## config.mk

```make
export PLATFORM = sky130hd
export DESIGN_NAME = btn_debounce_strobe
export DESIGN_NICKNAME = d
export VERILOG_FILES = /design/src/rtl/btn_pkg.sv /design/src/rtl/debounce_channel.sv /design/src/rtl/btn_debounce_strobe.sv
export SDC_FILE = /design/constraint.sdc
export NUM_CORES = 1
export LEC_CHECK = 0
export BUFFER_PORTS_ARGS = -buffer_cell sky130_fd_sc_hd__buf_2
export CAP_MARGIN = 10
export CELL_PAD_IN_SITES_DETAIL_PLACEMENT = 1
export CELL_PAD_IN_SITES_GLOBAL_PLACEMENT = 2
export CORE_ASPECT_RATIO = 1.1
export CORE_UTILIZATION = 34
export CTS_CLUSTER_DIAMETER = 120
export DETAILED_ROUTE_END_ITERATION = 10
export PLACE_DENSITY_LB_ADDON = 0.1
export SLEW_MARGIN = 20
export SYNTH_ARGS = -nofsm -noshare
export SYNTH_HDL_FRONTEND = slang
export SYNTH_SLANG_ARGS = --single-unit
```

## constraint.sdc

```tcl
create_clock -name clk -period 2.15 [get_ports clk]
set_clock_uncertainty 0.05 [all_clocks]
set_input_delay 0.3225 -clock clk [delete_from_list [all_inputs] [get_ports clk]]
set_output_delay 0.3225 -clock clk [all_outputs]
set_load 0.1 [all_outputs]
```

## src/rtl/btn_pkg.sv

```systemverilog
// Shared types and default constants for the push-button conditioning block.
package btn_pkg;

    typedef enum logic [1:0] {
        IDLE         = 2'd0,
        PRESS_WAIT   = 2'd1,
        HELD         = 2'd2,
        RELEASE_WAIT = 2'd3
    } btn_state_t;

    localparam int unsigned BTN_N                = 4;
    localparam int unsigned BTN_DEBOUNCE_DEFAULT = 100000;

endpackage

```

## src/rtl/debounce_channel.sv

```systemverilog
// One button channel: synchroniser chain, debounce FSM and stability counter.
module debounce_channel
    import btn_pkg::*;
#(
    parameter int unsigned DEBOUNCE_CYCLES = BTN_DEBOUNCE_DEFAULT,
    parameter int unsigned SYNC_STAGES     = 2
) (
    input  logic clk,
    input  logic rst,
    input  logic btn,
    output logic level,
    output logic press,
    output logic release_pulse
);

    localparam int unsigned CW = $clog2(DEBOUNCE_CYCLES);
    localparam logic [CW-1:0] LAST = CW'(DEBOUNCE_CYCLES - 1);

    logic [SYNC_STAGES-1:0] sync;
    logic                   s;
    btn_state_t             state;
    logic [CW-1:0]          cnt;

    always_ff @(posedge clk) begin
        if (rst) sync <= '0;
        else     sync <= {sync[SYNC_STAGES-2:0], btn};
    end

    assign s = sync[SYNC_STAGES-1];

    always_ff @(posedge clk) begin
        if (rst) begin
            state         <= IDLE;
            cnt           <= '0;
            level         <= 1'b0;
            press         <= 1'b0;
            release_pulse <= 1'b0;
        end else begin
            press         <= 1'b0;
            release_pulse <= 1'b0;
            case (state)
                IDLE: begin
                    if (s) begin
                        state <= PRESS_WAIT;
                        cnt   <= '0;
                    end
                end
                PRESS_WAIT: begin
                    if (!s) begin
                        state <= IDLE;
                    end else if (cnt == LAST) begin
                        state <= HELD;
                        level <= 1'b1;
                        press <= 1'b1;
                    end else begin
                        cnt <= cnt + CW'(1);
                    end
                end
                HELD: begin
                    if (!s) begin
                        state <= RELEASE_WAIT;
                        cnt   <= '0;
                    end
                end
                RELEASE_WAIT: begin
                    if (s) begin
                        state <= HELD;
                    end else if (cnt == LAST) begin
                        state         <= IDLE;
                        level         <= 1'b0;
                        release_pulse <= 1'b1;
                    end else begin
                        cnt <= cnt + CW'(1);
                    end
                end
                default: state <= IDLE;
            endcase
        end
    end

endmodule

```

## src/rtl/btn_debounce_strobe.sv

```systemverilog
// Debounced button levels/pulses plus a one-hot digit load select for the hex display.
module btn_debounce_strobe
    import btn_pkg::*;
#(
    parameter int unsigned N_BTN           = BTN_N,
    parameter int unsigned DEBOUNCE_CYCLES = BTN_DEBOUNCE_DEFAULT,
    parameter int unsigned SYNC_STAGES     = 2
) (
    input  logic             clk,
    input  logic             rst,
    input  logic [N_BTN-1:0] btn,
    output logic [N_BTN-1:0] btn_level,
    output logic [N_BTN-1:0] btn_press,
    output logic [N_BTN-1:0] btn_release,
    output logic             load_valid,
    output logic [N_BTN-1:0] load_sel,
    output logic             any_held
);

    for (genvar i = 0; i < N_BTN; i++) begin : g_ch
        debounce_channel #(
            .DEBOUNCE_CYCLES(DEBOUNCE_CYCLES),
            .SYNC_STAGES    (SYNC_STAGES)
        ) u_ch (
            .clk          (clk),
            .rst          (rst),
            .btn          (btn[i]),
            .level        (btn_level[i]),
            .press        (btn_press[i]),
            .release_pulse(btn_release[i])
        );
    end

    // Decoded purely from the registered press pulses so it lines up with btn_press.
    always_comb begin
        logic found;
        found    = 1'b0;
        load_sel = '0;
        for (int unsigned i = 0; i < N_BTN; i++) begin
            if (btn_press[i] && !found) begin
                load_sel[i] = 1'b1;
                found       = 1'b1;
            end
        end
    end

    assign load_valid = |btn_press;
    assign any_held   = |btn_level;

endmodule

```

# Word-level counts from Yosys, hierarchy flattened
# Cells that the tools add are included.
# totals
ff_bits	96
inputBits	6
out_inout_bits	18
wordCells	206
# classes
add_sub_neg	4
n_eq_ne	48
n_mux	82
n_bitwise	12
n_reduce_logical	36
# op_table
operator	count
two-way mux 17 bit	20
case mux 17 bit (4 select lines)	4
adder 17 x 1 -> 17 bit (second input constant)	4
== test 17 bit (second input constant)	4
two-way mux 2 bit	24
!= test 2 x 1 -> 1 bit (second input constant)	16
case mux 2 bit (4 select lines)	4
AND reduction 4 bit	8
two-way mux 1 bit	26
OR reduction 3 bit	8
AND reduction 5 bit	4
== test 2 bit (second input constant)	8
!= test 2 bit (second input constant)	8
!= test 3 x 1 -> 1 bit (second input constant)	4
!= test 3 bit (second input constant)	4
inverter 1 bit	12
== test 2 x 1 -> 1 bit (second input constant)	4
zero test 2 bit	4
case mux 1 bit (2 select lines)	4
nonzero test 2 bit	4
OR reduction 4 bit	2
logical AND 1 bit	3
zero test 1 bit	3

# Depth between registers and ports, before layout
# Gate-level depths: netlist of the first run.
# depth
ltp_word	10
ltp_mapped	7
mapped_depth_nobuf	6

# Cells and area by module
# A second synthesis of the first run with hierarchy kept.
# hier_totals
cells_unflattened	570
hier_area_um2	4819.6
# by_module_without_submodules
module	n_inst	cells_each	area_per_inst_um2	seq_area_each_um2
debounce_channel	4	141	1193.6	480.5
btn_debounce_strobe	1	6	45.0	0.0

# Worst setup path after synthesis of the first run
# Ideal clock, no wire load.
# synth_timing
path_type	reg2out
start	register g_ch[1].u_ch.press
end	output port load_sel[3]
t_arrival_ns	3.475
t_required_ns	1.778
path_slack_ns	-1.698
stages_incl_launch_ff	2
path_buffers	0
cell_sequence	dfxtp_1 nor4b_1
# synth_between
elab_chain_cells	8
# synth_lines
element	line_no	text
start, declared	debounce_channel.sv:12	output logic press,
start signal, assigned	debounce_channel.sv:36	press <= 1'b0;
start signal, assigned	debounce_channel.sv:39	press <= 1'b0;
start signal, assigned	debounce_channel.sv:54	press <= 1'b1;
logical AND 1 bit (*)	btn_debounce_strobe.sv:40	if (btn_press[i] && !found) begin
two-way mux 1 bit (*)	btn_debounce_strobe.sv:40	
zero test 1 bit	btn_debounce_strobe.sv:40	
logical AND 1 bit	btn_debounce_strobe.sv:40	
two-way mux 1 bit (*)	btn_debounce_strobe.sv:40	
zero test 1 bit (*)	btn_debounce_strobe.sv:40	
logical AND 1 bit (*)	btn_debounce_strobe.sv:40	
two-way mux 1 bit (*)	btn_debounce_strobe.sv:40	
end, declared	btn_debounce_strobe.sv:16	output logic [N_BTN-1:0] load_sel,
# Every way passes the cells marked *; elsewhere a longest branch is shown, timed or not.

# Worst setup path after layout of the first run
# layout_timing
start	register g_ch[0].u_ch.cnt[13]
end	register g_ch[0].u_ch.cnt[3]
# layout_between
elab_chain_cells	4
word_cells_on_any_way	5
cone_classes	eq/ne: 1; mux: 4
# layout_lines
element	line_no	text
start, declared	debounce_channel.sv:22	logic [CW-1:0] cnt;
start signal, assigned	debounce_channel.sv:56	cnt <= cnt + CW'(1);
start signal, assigned	debounce_channel.sv:73	cnt <= cnt + CW'(1);
== test 17 bit (*)	debounce_channel.sv:51, debounce_channel.sv:68	
two-way mux 17 bit (*)	-	
two-way mux 17 bit, on equally long branches	-	
case mux 17 bit (4 select lines) (*)	-	
# Every way passes the cells marked *; elsewhere a longest branch is shown, timed or not. The select of a mux whose other input is x is not followed.
# A chain may end at the register's enable or synchronous reset.

==> results of run 1 <==
layout by cell type (no fill, tap or decap), drive strengths merged, types with 4 or more instances in the layout:
| master | n |
|---|---|
| nand4 | 17 |
| o21ai | 20 |
| ha | 4 |
| o211ai | 4 |
| xnor2 | 18 |
| a31oi | 10 |
| dfxtp | 96 |
| buf | 85 |
| a2111oi | 4 |
| nor3 | 10 |
| clkbuf | 10 |
| nor4 | 8 |
| a21oi | 28 |
| nand3b | 4 |
| nor2b | 12 |
| and4 | 4 |
| o31ai | 8 |
| or3 | 8 |
| or4 | 11 |
| mux2i | 5 |
| nor4b | 9 |
| nor3b | 9 |
| nand3 | 26 |
| nor2 | 57 |
| xor2 | 16 |
| and3 | 9 |
| inv | 12 |
| nand2 | 42 |
metrics by stage:
step / instances / hold slack [ps] / total power [uW] / setup TNS [ps]
2_1_floorplan: 526 / 364 / 2100 / -307
3_3_place_gp: 731 / 377 / 2170 / -23.7
3_5_place_dp: 731 / 376 / 2170 / -386
4_1_cts: 743 / 126 / 3620 / 0
5_1_grt: 752 / 138 / 3730 / -243
6_report: 752 / 139 / 3580 / 0
state kept, by name, summed over array words and instances, names as in the netlist, named ones only:
name	count
g_ch.u_ch.cnt	68
g_ch.u_ch.level	4
g_ch.u_ch.press	4
g_ch.u_ch.release_pulse	4
g_ch.u_ch.state	4
g_ch.u_ch.sync	8
final cells by class:
cell class	count	area share
Multi-Input combinational cell	385	0.453
Sequential cell	96	0.350
Timing Repair Buffer	85	0.107
Clock buffer	10	0.0433
Tap cell	161	0.0365
Inverter	13	0.00884
Clock inverter	2	0.00181
path summary, 6_finish.rpt:
path,from,endpoint,slack (ps),cells past startpoint
hold / removal,btn[3],g_ch[3].u_ch.sync[0],140,2
setup reg to reg,g_ch[0].u_ch.cnt[13],g_ch[0].u_ch.cnt[3],8,6
hold reg to reg,g_ch[2].u_ch.sync[0],g_ch[2].u_ch.sync[1],390,1
setup / recovery,g_ch[0].u_ch.cnt[13],g_ch[0].u_ch.cnt[3],8,6
cell families (layout without fill, tap and decap cells):
kind of cell,after synthesis,after routing,share of synthesized area
and+or+nand+nor,242,242,0.294
AOI/OAI and AO/OA,99,99,0.145
buffers and inverters,45,110,0.0497
muxes,6,6,0.0134
DFF,96,96,0.422
adders and majority gates,4,4,0.0110
xor gates and xnor gates,34,34,0.0653
timing repair:
action | in CTS | in global routing
setup buffers | 0 | 9
pin swaps | 0 | 10
gates resized for setup | 1 | 23
endpoints found under the setup margin | 12 | 20
report_power, final:
part / internal [uW] / switching [uW] / leakage, uW
registers: 1800 / 26.7 / 0.000779
logic: 71.0 / 234 / 0.00112
clock network: 786 / 660 / 0.000126
layer usage:
metal / wire length, um / vias up / global-route usage
met4: 196 / 0 / 0.0767
met1: 5820 / 1931 / 0.237
met5: 0 / - / 0
li1: - / 2026 / -
met3: 223 / 11 / 0.0265
met2: 5800 / 42 / 0.310
==> impl_results.md, run 1 <==
* Status: completed
* Final setup viols at 0
* Routed wire length at 12000 um
* Fin util at 0.419
* Fillers at 1546
* TritonRoute pass-1 iters at 4
* Total gr overflow at 0
* Slew Viols, Final at 0
* Max-cap violation count at 0
* Worst EP required at about 2300 ps
* Routed len/inst at around 16 um
* CP Launch Type: register
* Rows at 44
* Port bufs at 23
* H-tree Lvls at 3
* Via-to-Cell Ratio at roughly 5.3
* RePlAce Congestion at ~0.8
* Buffers & Inverters on Critical Path at 1
* Initial antenna violation count at 0
* Layout area overhead at 21.0%
* Clk_lat worst skew at 350 ps
* Final min period at around 2100 ps
* Antenna-violating nets left at 0
* Syn nets at 536
* Pre-CTS setup slack at -62.1 ps
* Final Hold Fails at 0
* Cells after Synth at between 500 and 600
* Dpl cell area at ~5100 um^2
* CTS max path bufs at 2
* TritonCTS sink count at 96
* Area share of the largest cell type after synthesis at 0.422
* Crit-path max cell delay at 610 ps
* Worst setup margin at between 8 and 9 ps
* CP max-delay cell: or4_4
* DRC errors left at 0
* Mapped Avg Cell Area at 8.67 um^2
* Footprint of the multi-input gates at 2500 um^2
* Fmax at roughly 0.47 GHz
* Detailed Route Iter0 Violations at around 160
* Die width at 112 um
* Delay-heaviest family, CP: simple AND/OR/NAND/NOR gates
* I/O pins at 24
* Setup crit end kind: register
* Hold Path Class: in2reg
* Cell chain of the critical path: or4b_4 > or4_4 > o21ai_4 > buf_6 > or3_1 > a21oi_1
* Post-route design area at around 5500 um^2
* CP Data Arrival Time at 2330 ps
* CTS buffer count at 9
* Starting Density at 0.347
* Leak at ~0.002 uW
* Final cycle utilization of the critical path at 0.996
* Crit path max fanout at 8
* # diodes at 0
* Sequential cell area fraction in the yosys report at 0.422
* Syn. warnings at 0
* Die area at ~14000 um^2
* Area of the mapped netlist at ~4600 um^2
* Hold buffer count at cts at 0
* First-pass GRT wire length at just over 20000 um
* FF/Latch Area at around 1900 um^2
* List of most frequent post-synthesis cells: 96 x dfxtp_1, 57 x nor2_1, 42 x nand2_1, 28 x a21oi_1, 26 x nand3_1
* Main area contributors after synthesis: dfxtp_1 42%, nor2_1 4.7%, nand2_1 3.5%
* Number of global-route vias before repair at 3988
* CTS tree: built
* Pwr/cell area at ~650 nW/um^2
* Netlist cell types at 63
* Most frequent cell after synthesis: dfxtp_1
* Yosys reg bits at between 90 and 100
* EDFF count, synth at 0
* Post-layout nets at 600
* Clock slew at reported path FFs at 60 ps
* Pin count of the biggest net entering global routing at 30
* Share of layout cells above drive strength 1 at 0.217
* Crit Path Class: reg2reg
* Worst Tran Pin Value at 720 ps
* Synth area leader: dfxtp_1
* Core area at around 13000 um^2
* GR Util All Layers at 0.184
* Die height at 123 um
* RSZ-0062 raised after global routing: yes
* Relative slew slack at 0.515
* Clk root buf: clkbuf_16
* Synth Flop Type: dfxtp_1
* Worst VDD drop at between 0.2 and 0.3 mV
* Synth async-reset ratio at 0
* Hpwl dp at 8770 um
* Vias at between 4000 and 5000
Power figures use the tool's default switching activity.
==> inputs of run 2 (changes only) <==
CORE_UTILIZATION = 35   (was 34)
CTS_BUF_LIST = sky130_fd_sc_hd__clkbuf_4 sky130_fd_sc_hd__clkbuf_8   (was unset)
==> run 2 against run 1 <==
Effect of this change: first-iteration DRC count up 1.3%; largest power group unchanged; core utilization up 0.91 points; non-clock buffer count down 7; worst hold slack worse by 34 ps; cell area down 1.8%; largest cell class unchanged; clock-buffer cell count up 1; via count up 1.3%; routed wire length up 2.3%; sequential share of layout area up 0.65 points; final cell count down 0.80%.
==> impl_results.md, run 2 (synthesis gave the netlist of run 1 again) <==
* Status: completed
* Hold Crit Depth at 2
* Fillers at approximately 1500
* Die area at 13500 um^2
* Most frequent cells in the layout: 91 x dfxtp_1, 57 x nor2_1, 53 x buf_4
* Hold buffer count at cts at 0
* Post-route design area at 5420 um^2
* I/O pins at 24
* Worst VDD drop at 0.325 mV
* Worst Tran Pin Value at roughly 860 ps
* Footprint of the multi-input gates at ~2500 um^2
* Antenna-violating nets left at 0
* H-tree Lvls at 3
* Routed len/inst at between 15 and 20 um
* CP max-delay cell: or4_4
* Worst EP required at between 2000 and 2500 ps
* CTS buffer count at 9
* Leak at 0.00196 uW
* Crit Path Class: reg2reg
* R2R depth at 5
* Commonest non-fill, non-tap cell in the layout: dfxtp_1
* Port bufs at 23
* CTS max path bufs at 2
* Starting Density at 0.361
* Fmax at ~0.47 GHz
* Clk_lat worst skew at ~380 ps
* Total gr overflow at 0
* Rows at 43
* # diodes at 0
* Number of global-route vias before repair at 4087
* Non-filler cells, final at 746
* FF-to-FF End: g_ch[0].u_ch.cnt[2]
* Largest register FFs at between 60 and 70
* Dpl cell area at between 5000 and 6000 um^2
* Share of layout cells above drive strength 1 at 0.214
* Top reg by flops: g_ch.u_ch.cnt
* Routed wire length at 12300 um
* Layout area overhead at 18.9%
* Setup TNS at 0 ps
* Pin count of the biggest net entering global routing at 42
* First-pass GRT wire length at slightly above 20000 um
* Pwr/cell area at ~610 nW/um^2
* Worst hold path startpoint: btn[0]
* RSZ-0062 raised after global routing: yes
* Final Hold Fails at 0
* RePlAce Congestion at just under 0.8
* Crit path max fanout at 8
* Cell chain of the critical path: or4b_4 > or4_4 > o21ai_4 > o21ai_1 > a21oi_1
* CP Data Arrival Time at 2380 ps
* Clk root buf: clkbuf_8
* Worst r2r src: g_ch[0].u_ch.cnt[6]
* Buffers & Inverters on Critical Path at 0
* TritonCTS sink count at between 90 and 100
* Relative slew slack at 0.422
* FF/Latch Area at 1930 um^2
* Hold Path Class: in2reg
* Vias at 4063
* Crit-path max cell delay at roughly 600 ps
* Critical Path Stages at 5
* Die height at ~120 um
* Setup crit end kind: register
* Hold endpoint: g_ch[0].u_ch.sync[0]
* TritonRoute pass-1 iters at 4
* Via-to-Cell Ratio at about 5.4
* Die width at roughly 110 um
* Detailed Route Iter0 Violations at between 150 and 200
* Delay-heaviest family, CP: simple AND/OR/NAND/NOR gates
* Biggest regs: g_ch.u_ch.cnt (68), g_ch.u_ch.sync (8)
* Clock slew at reported path FFs at approximately 90 ps
* Final min period at approximately 2100 ps
* FF-to-FF setup slack at between 20 and 25 ps
* CTS tree: built
* Final setup viols at 0
* CP Launch Type: register
* Max-cap violation count at 0
* Initial antenna violation count at 0
* Post-layout nets at approximately 590
* Core area at between 10000 and 15000 um^2
* Slew Viols, Final at 0
* Hpwl dp at 8740 um
* Placed cell count at just over 700
* GR Util All Layers at 0.188
* Final cycle utilization of the critical path at 0.989
* Worst hold slack at ~100 ps
* DRC errors left at 0
==> run 2: cell count changes in the layout (fill, tap and decap cells not counted), sizes merged <==
cell,change
buf,-7
a21o,+1
clkinvlp,+1
clkbuf,+1
clkinv,+2
==> run 2: layout make-up <==
type	instances	area share
inverters	13	0.00900
clock buffers	11	0.0279
repair buffers	78	0.102
multi-input cells	386	0.463
well taps	157	0.0363
flip-flops and latches	96	0.356
clock inverters	5	0.00577
==> run 2: per-stage QoR <==
stage | worst slack [ps] | utilization | power, uW
after floorplan | -307 | - | 2100
after global placement | -23.9 | 0.403 | 2170
after detailed placement | -77.1 | 0.403 | 2170
after CTS | 7.19 | 0.419 | 3340
after global routing | -34.3 | 0.429 | 3430
final | 23.9 | 0.429 | 3290
==> run 2: repair_timing <==
item | CTS | global route
endpoints found under the setup margin | 16 | 17
pin swaps | 0 | 9
resized for setup | 4 | 18
endpoints found under the hold margin | 0 | 0
cloned | 0 | 1
buffers inserted | 0 | 5
==> run 2: worst max path at each step <==
stage / start / endpoint / slack [ps]
floorplan: g_ch[1].u_ch.press / load_sel[3] / -310
finish: g_ch[0].u_ch.cnt[6] / g_ch[0].u_ch.cnt[2] / 20
global route: g_ch[0].u_ch.cnt[6] / g_ch[0].u_ch.cnt[0] / -30
CTS: g_ch[1].u_ch.cnt[1] / g_ch[1].u_ch.cnt[14] / 7
detailed placement: g_ch[0].u_ch.cnt[5] / g_ch[0].u_ch.cnt[0] / -80
global placement: g_ch[0].u_ch.cnt[5] / g_ch[0].u_ch.cnt[0] / -20
==> run 2: metal layers <==
| layer | up-vias | GRT usage | share of wire |
|---|---|---|---|
| met5 | - | 0 | 0 |
| met4 | 0 | 0.0708 | 0.014 |
| met3 | 13 | 0.0279 | 0.019 |
| met2 | 38 | 0.317 | 0.48 |
| met1 | 1985 | 0.244 | 0.49 |
| li1 | 2027 | - | - |
==> run 2: report_power, final <==
| group | total (uW) | switching [uW] | internal [uW] |
|---|---|---|---|
| Sequential | 1820 | 26.3 | 1800 |
| Clock | 1160 | 679 | 481 |
| Combinational | 306 | 236 | 69.8 |
| Total | 3290 | 941 | 2350 |
==> inputs of run 3 (changes only) <==
CELL_PAD_IN_SITES_GLOBAL_PLACEMENT = 1   (was 2)
CORE_UTILIZATION = 44   (was 35)
==> run 3 against run 2 <==
Effect of this change: worst hold slack gained 6.7 ps; non-clock buffer count shrank 7; register-to-register slack gained 40 ps; clock power grew 8%; routed wire length shrank 7.6%; global-route usage grew 3.2 points; cell area shrank 2.2%; largest cell class unchanged; highest routed layer unchanged.
==> impl_results.md, run 3 (synthesis gave the netlist of run 1 again) <==
* Largest register FFs at 68
* TritonCTS sink count at 96
* Port bufs at 23
* Buffers & Inverters on Critical Path at 0
* Top reg by flops: g_ch.u_ch.cnt
* Routed wire length at about 11000 um
* Detailed Route Iter0 Violations at 85
* Antenna-violating nets left at 0
* Max-cap violation count at 0
* Final min period at approximately 2100 ps
* Met3 Wirelength at between 200 and 300 um
* Die area at between 10000 and 15000 um^2
* Hpwl dp at approximately 8000 um
* Fmax at 0.479 GHz
* Layout area overhead at 16.2%
* I/O pins at 24
* Total gr overflow at 0
* Clk_lat worst skew at approximately 360 ps
* Share of layout cells above drive strength 1 at 0.198
* Hold Path Class: in2reg
* Pwr/cell area at 635 nW/um^2
* # diodes at 0
* Leak at ~0.0019 uW
* DRC errors left at 0
* Vias at about 4000
* CP Launch Type: register
* CP Data Arrival Time at 2340 ps
* Die width at approximately 99 um
* Pre-CTS setup slack at -10.8 ps
* Pin count of the biggest net entering global routing at 42
* Rows at 38
* Core area at roughly 10000 um^2
* Worst EP required at roughly 2400 ps
* Initial antenna violation count at 0
* RSZ-0062 raised after global routing: yes
* Max Used Layer: met4
* Worst setup margin at about 64 ps
* Final setup viols at 0
* H-tree Lvls at 3
* Commonest non-fill, non-tap cell in the layout: dfxtp_1
* DRT met1 WL at 5540 um
* Number of global-route vias before repair at about 4000
* Biggest regs: g_ch.u_ch.cnt (68), g_ch.u_ch.sync (8)
* Final cycle utilization of the critical path at 0.970
* Starting Density at 0.457
* Post-layout nets at just under 600
* Clk root buf: clkbuf_8
* Delay-heaviest family, CP: simple AND/OR/NAND/NOR gates
* CTS max path bufs at 2
* Fin util at 0.531
* First-pass GRT wire length at 19000 um
* Most frequent cells in the layout: 92 x dfxtp_1, 57 x nor2_1, 48 x buf_4
* Slew Viols, Final at 0
* Worst Tran Pin Value at ~860 ps
* CP max-delay cell: or4_4
* Metal2 WL at approximately 5400 um
* Via-to-Cell Ratio at slightly below 6
* TritonRoute pass-1 iters at 5
* Routed len/inst at ~16 um
* Cell chain of the critical path: or4b_1 > or4_4 > o21ai_4 > o21ai_1 > a21oi_2
* Relative slew slack at 0.426
* Worst VDD drop at between 0.3 and 0.4 mV
* Status: completed
* Crit Path Class: reg2reg
* Crit path max fanout at 8
* Crit-path max cell delay at 590 ps
* Total chip power at 3370 uW
* RePlAce Congestion at just over 0.8
* Setup crit end kind: register
* CTS tree: built
* Hold buffer count at cts at 0
* Final Hold Fails at 0
* Clock slew at reported path FFs at 100 ps
* GR Util All Layers at 0.220
* Die height at 109 um
* CTS buffer count at 9
-- run 3: routing by layer --
| metal | GRT usage | vias to the layer above |
|---|---|---|
| met3 | 0.0244 | 13 |
| met1 | 0.284 | 1973 |
| met4 | 0.0767 | 0 |
| li1 | - | 2001 |
| met2 | 0.382 | 54 |
| met5 | 0 | - |
-- run 3: repair_timing --
item	CTS	global route
buffers inserted	0	3
hold endpoints to repair	0	0
gates resized for setup	11	6
pin swaps	6	4
endpoints found under the setup margin	14	19
-- run 3: final timing paths --
path | cells past startpoint | endpoint | slack [ps] | start
worst max-delay path | 5 | g_ch[0].u_ch.cnt[3] | 60 | g_ch[0].u_ch.cnt[13]
worst max register to register | 5 | g_ch[0].u_ch.cnt[3] | 60 | g_ch[0].u_ch.cnt[13]
worst min register to register | 1 | g_ch[1].u_ch.sync[1] | 400 | g_ch[1].u_ch.sync[0]
worst min-delay path | 2 | g_ch[2].u_ch.sync[0] | 110 | btn[2]
-- run 3: metrics by stage --
stage	TNS (ps)	cell area [um^2]	std cells	hold slack, ps
2_1_floorplan	-307	4570	526	364
3_3_place_gp	0	5000	683	376
3_5_place_dp	-17.8	5000	683	383
4_1_cts	-73.2	5250	699	107
5_1_grt	-464	5300	701	126
6_report	0	5300	701	111
-- run 3: worst register-to-register path, stage by stage, from the launching register on --
cell and delay [ps]:
dfxtp_2 330, or4b_1 510, or4_4 590, o21ai_4 270, o21ai_1 130, a21oi_2 140
-- run 3: where the power goes --
part	internal [uW]	switching [uW]
clock	598	648
combinational	63.6	230
sequential	1800	27.0
-- run 3: layout make-up --
| class | instances | area, um^2 |
|---|---|---|
| inverters | 13 | 48.8 |
| flip-flops and latches | 96 | 1930 |
| clock buffers | 11 | 151 |
| multi-input cells | 385 | 2490 |
| well taps | 120 | 150 |
| clock inverters | 5 | 55.1 |
| repair buffers | 71 | 475 |
| fillers | 1229 | 4690 |
